## src/rtl/count_uart_tx.sv

```systemverilog
// count_uart_tx
// Serial transmitter for a byte stream, for example a free-running counter
// value being dumped to a terminal.
// Each accepted byte is sent as one frame: a start bit, 8 data bits LSB first,
// an optional even parity bit, and a stop bit. Every bit lasts pClkDiv clocks.
//
// Parameters
//   pClkDiv   clocks per serial bit (2..65535), default 416 = 48 MHz / 115200
//
// Ports
//   wClk      sole clock, rising edge
//   wRst      asynchronous active-high reset; aborts any frame in flight
//   wInData   byte to transmit, captured when wInValid and rInReady are both high
//   wInValid  upstream offers wInData
//   rInReady  registered; high only while idle, i.e. a byte can be taken
//   rTxd      registered serial line, idles at 1
//   rBusy     registered; high for the whole frame, start through stop
//
// Build option
//   UART_TX_PARITY_EN  when defined, an even parity bit follows the data bits
//                      (8E1 frames). When undefined the frame is 8N1.

module count_uart_tx #(
   parameter int pClkDiv = 416
) (
   input  logic       wClk,
   input  logic       wRst,
   input  logic [7:0] wInData,
   input  logic       wInValid,
   output logic       rInReady,
   output logic       rTxd,
   output logic       rBusy
);

   localparam int cntW = $clog2(pClkDiv);
   localparam logic [cntW-1:0] cntLoad = cntW'(pClkDiv - 1);

`ifdef UART_TX_PARITY_EN
   typedef enum logic [2:0] {IDLE, START, DATA, PARITY, STOP} txState_t;
`else
   typedef enum logic [1:0] {IDLE, START, DATA, STOP} txState_t;
`endif

   txState_t        state;
   txState_t        stateNext;
   logic [cntW-1:0] baudCnt;
   logic [cntW-1:0] baudNext;
   logic [2:0]      bitIdx;
   logic [2:0]      bitIdxNext;
   logic [7:0]      shiftReg;
   logic [7:0]      shiftNext;
   logic            txdNext;
   logic            busyNext;
   logic            readyNext;
   logic            bitDone;
`ifdef UART_TX_PARITY_EN
   logic            parityBit;
   logic            parityNext;
`endif

   // The baud counter is loaded with pClkDiv-1 on every bit boundary and counts
   // down, so reaching zero marks the last clock of the bit currently on the line.
   assign bitDone = (baudCnt == '0);

   // State and output register. All outputs come straight from flops so the line
   // never glitches. Reset parks everything at the idle-line values at once,
   // which is also what kills a frame caught half way out.
   always_ff @(posedge wClk or posedge wRst) begin
      if (wRst) begin
         state    <= IDLE;
         baudCnt  <= '0;
         bitIdx   <= '0;
         shiftReg <= '0;
         rTxd     <= 1'b1;
         rBusy    <= 1'b0;
         rInReady <= 1'b1;
`ifdef UART_TX_PARITY_EN
         parityBit <= 1'b0;
`endif
      end else begin
         state    <= stateNext;
         baudCnt  <= baudNext;
         bitIdx   <= bitIdxNext;
         shiftReg <= shiftNext;
         rTxd     <= txdNext;
         rBusy    <= busyNext;
         rInReady <= readyNext;
`ifdef UART_TX_PARITY_EN
         parityBit <= parityNext;
`endif
      end
   end

   // Next-state and next-output logic. The value loaded into rTxd at a bit
   // boundary is the level of the bit that starts on that edge, so the line
   // level always matches the state one clock later. Data shifts right, so the
   // bit going out is always shiftReg[0] and the one after it is shiftReg[1].
   // Parity is taken from the whole byte at acceptance because the shift
   // register no longer holds all eight bits by the time it is sent.
   always_comb begin
      stateNext  = state;
      baudNext   = baudCnt;
      bitIdxNext = bitIdx;
      shiftNext  = shiftReg;
      txdNext    = rTxd;
      busyNext   = rBusy;
      readyNext  = rInReady;
`ifdef UART_TX_PARITY_EN
      parityNext = parityBit;
`endif
      case (state)
         IDLE: begin
            if (wInValid && rInReady) begin
               stateNext  = START;
               baudNext   = cntLoad;
               bitIdxNext = '0;
               shiftNext  = wInData;
               txdNext    = 1'b0;
               busyNext   = 1'b1;
               readyNext  = 1'b0;
`ifdef UART_TX_PARITY_EN
               parityNext = ^wInData;
`endif
            end
         end
         START: begin
            if (bitDone) begin
               stateNext = DATA;
               baudNext  = cntLoad;
               txdNext   = shiftReg[0];
            end else begin
               baudNext = baudCnt - cntW'(1);
            end
         end
         DATA: begin
            if (bitDone) begin
               baudNext = cntLoad;
               if (bitIdx == 3'd7) begin
`ifdef UART_TX_PARITY_EN
                  stateNext = PARITY;
                  txdNext   = parityBit;
`else
                  stateNext = STOP;
                  txdNext   = 1'b1;
`endif
               end else begin
                  bitIdxNext = bitIdx + 3'd1;
                  shiftNext  = shiftReg >> 1;
                  txdNext    = shiftReg[1];
               end
            end else begin
               baudNext = baudCnt - cntW'(1);
            end
         end
`ifdef UART_TX_PARITY_EN
         PARITY: begin
            if (bitDone) begin
               stateNext = STOP;
               baudNext  = cntLoad;
               txdNext   = 1'b1;
            end else begin
               baudNext = baudCnt - cntW'(1);
            end
         end
`endif
         STOP: begin
            if (bitDone) begin
               stateNext = IDLE;
               baudNext  = '0;
               txdNext   = 1'b1;
               busyNext  = 1'b0;
               readyNext = 1'b1;
            end else begin
               baudNext = baudCnt - cntW'(1);
            end
         end
         default: begin
            stateNext = IDLE;
            baudNext  = '0;
            txdNext   = 1'b1;
            busyNext  = 1'b0;
            readyNext = 1'b1;
         end
      endcase
   end

endmodule

```

## config.mk

```make
export PLATFORM = sky130hd
export DESIGN_NAME = count_uart_tx
export DESIGN_NICKNAME = d
export VERILOG_FILES = /design/src/rtl/count_uart_tx.sv
export SDC_FILE = /design/constraint.sdc
export NUM_CORES = 1
export LEC_CHECK = 0
export ABC_AREA = 1
export CORE_UTILIZATION = 30
export DETAILED_ROUTE_END_ITERATION = 12
export GPL_ROUTABILITY_DRIVEN = 0
export PLACE_DENSITY_LB_ADDON = 0.2
export SYNTH_ARGS = -nofsm -noshare
export SYNTH_HDL_FRONTEND = slang
export SYNTH_SLANG_ARGS = --single-unit
```

## constraint.sdc

```tcl
create_clock -name wClk -period 1.5 [get_ports wClk]
set_input_delay 0.45 -clock wClk [delete_from_list [all_inputs] [get_ports wClk]]
set_output_delay 0.45 -clock wClk [all_outputs]
set_load 0.1 [all_outputs]
```

==> results.yml <==
global_routing:
  grt_pass1_wl_mm: 5.60
  grt_pass1_vias: 1260
  grt_overflow: 0
  grt.total_usage: 0.136
  grt_max_degree: 26
  antenna_found_initial: 0
yosys:
  netlist_area_um2: 1530
  ys_seq_elements: 25
  synth.area.mux_share: 0.0459
  synth_warnings: 0
  syn_inst: 189
  synth_xor_area_frac: 0.0287
  synth_fp_nets: 207
  synthSimpleGateAreaFrac: 0.255
  synth.avg_cell_area_um2: 8.07
  ys_seq_area_frac: 0.412
  synth_compound_area_frac: 0.116
  synth_top_family_by_area: "simple AND/OR/NAND/NOR gates"
  synth-adder-area-share: 0.0574
  synth.distinct_cells: 25
pwr:
  swShare: 0.226
  p_clk_frac: 0.369
  leakage_uw: 0.00107
  pwr-share-seq: 0.583
  power_density_nw_per_um2: 511
  switchingPower_uw: 261
  combPwrFrac: 0.047
  internal_power_uw: 894
  vdd_drop_max_mv: 0.388
sta:
  period_minus_slack_ns: 1.55
  setup_viol: 16
  tightest_slew_ns: 0.313
  relSlewSlack: 0.791
  max_freq_mhz: 645
  final_hold_viol_count: 0
  finalCritPeriodShare: 1.03
  drv_slew: 0
  clock_skew_ns: 0.00345
  rsz0062_at_grt: "true"
  fin_ws_ns: -0.0497
route:
  drt_iter0_markers: 21
  viasPerCell: 4.39
  drt-pass1-iter-count: 4
  drc: 0
  vias: 1334
  ant_nets: 0
  routedWlPerCell_um: 10.7
  finalWirelength_mm: 3.26
clocking:
  clkTransAtPathRegs_ns: 0.10
  cts_max_level: 1
  cts_buffers: 3
  clk_path_buf_depth: 2
  clk_latency_ns: 0.28
  postCtsHoldBufs: 0
  clkSinkCount: 25
  cts_root_buf: "clkbuf_8"
  cts_tree: "built"
cells_and_area:
  layout-drive-gt1-share: 0.422
  syn2layout_area_growth_pct: 48.0
  nNetsFinal: 256
  fin_area_um2: 2260
  diodes: 0
  finalNonFillerCells: 304
critical_path:
  r2r-start: "baudCnt[0]"
  worstSetupPathType: "reg2reg"
  arrival_ns: 1.73
  cp-end-kind: "register"
  worst_ep_required_time_ns: 1.68
  rr_worst_depth: 10
  cp_max_fo: 6
  critPathLaunchType: "register"
  r2r-end: "rBusy"
  r2r_setup_slack_ns: -0.05
hold_path:
  min_path_type: "in2async"
die:
  core_um2: 4820
  die_h_um: 73.3
  dieArea_um2: 5370
  die_x_um: 73.3
  start_util: 0.317
  io-pin-count: 14
  row_count: 25
placement:
  io_buffers: 13
  dpl-instance-area_um2: 2080
  place_hpwl_mm: 2.40
  placedCellCount: 292
  pre_cts_ws_ns: -0.188
status:
  status: "finished, violations left"
  violations: "setup timing"
job:
  drv_cap: 0
[cell families after synthesis]
group,Yosys count
buffers and inverters,30
AO/OA/AOI/OAI,24
XOR/XNOR,5
multiplexers,7
AND/OR/NAND/NOR,91
flip-flops,25
adder cells (fa/ha/maj),7
[layout by cell type (no fill, tap or decap), types with 8 or more instances in the layout]
cell / instances
o21ai_2: 13
nand3_1: 8
nand2_1: 47
buf_4: 31
nand2_2: 16
inv_2: 8
inv_1: 16
dfrtp_1: 23
clkdlybuf4s50_1: 10
[cell type report]
class                   count  area (um^2)
fillers                   495         2560
multi-input cells         134          907
flip-flops and latches     25          632
repair buffers             50          495
inverters                  24         90.1
well taps                  67         83.8
clock buffers               3         41.3
clock inverters             1         7.51
[power by group through the flow]
stage | Clock, uW | Sequential [uW] | Combinational [uW]
4_1_cts | 446 | 674 | 57.1
3_5_place_dp | 0 | 687 | 57.1
6_report | 426 | 673 | 54.6
2_1_floorplan | 0 | 687 | 17.9
5_1_grt | 466 | 674 | 61.2
3_3_place_gp | 0 | 687 | 56.9
[cell usage after synthesis, drive strengths merged]
library cell | number | area [um^2]
nand2 | 66 | 248
inv | 24 | 90.1
dfrtp | 23 | 576
o21ai | 19 | 144
nand3 | 10 | 60.1
nor2 | 9 | 41.3
ha | 7 | 87.6
mux2i | 7 | 70.1
xor2 | 5 | 43.8
buf | 4 | 32.5
a21oi | 3 | 18.8
nand4 | 3 | 18.8
or2 | 3 | 21.3
clkbuf | 2 | 7.51
dfstp | 2 | 52.6
o211ai | 1 | 7.51
o22ai | 1 | 6.26
[layer usage]
layer | wire length (um) | GRT usage
met2 | 1560 | 0.225
met3 | 81 | 0.0302
met5 | 0 | 0
met4 | 25 | 0.0470
met1 | 1600 | 0.176
[worst max path at each step]
stage                     from           to  slack [ns]  cells past startpoint
floorplan             rInReady        rBusy       -0.02                      7
global placement      wInValid        rBusy       -0.16                      8
detailed placement    wInValid        rBusy       -0.19                      8
CTS                  bitIdx[0]  shiftReg[3]       -0.05                      8
global route        baudCnt[1]        rBusy       -0.13                     10
finish              baudCnt[0]        rBusy       -0.05                     10
[state kept, by name (all words and copies together), names as in the netlist]
signal and count:
rInReady 1, rBusy 1, state 2, baudCnt 9, shiftReg 8, rTxd 1, bitIdx 3
[what timing repair did]
| action | in CTS | in global routing |
|---|---|---|
| setup endpoints to repair | 24 | 26 |
| buffers inserted | 7 | 1 |
| pin swaps | 4 | 6 |
| resized for setup | 14 | 11 |
[per-stage QoR]
step                utilization  hold slack, ns  TNS [ns]  power, uW
global route              0.469           0.508     -2.29       1200
CTS                       0.461           0.494    -0.615       1180
finish                    0.469           0.488    -0.483       1150
detailed placement        0.431           0.469     -2.51        744
floorplan                     -           0.455   -0.0173        704
global placement          0.431           0.466     -2.42        744
[worst max-delay path, cell delays in order (launching register included)]
cell and delay [ns]:
dfrtp_1 0.40, inv_2 0.08, ha_4 0.14, nand2_4 0.05
nor2_4 0.10, nand3_4 0.14, buf_12 0.16, a21oi_4 0.19
o21ai_2 0.09, nand2_1 0.06, nand2_1 0.04
No activity file was read; power rests on OpenSTA's default activity.
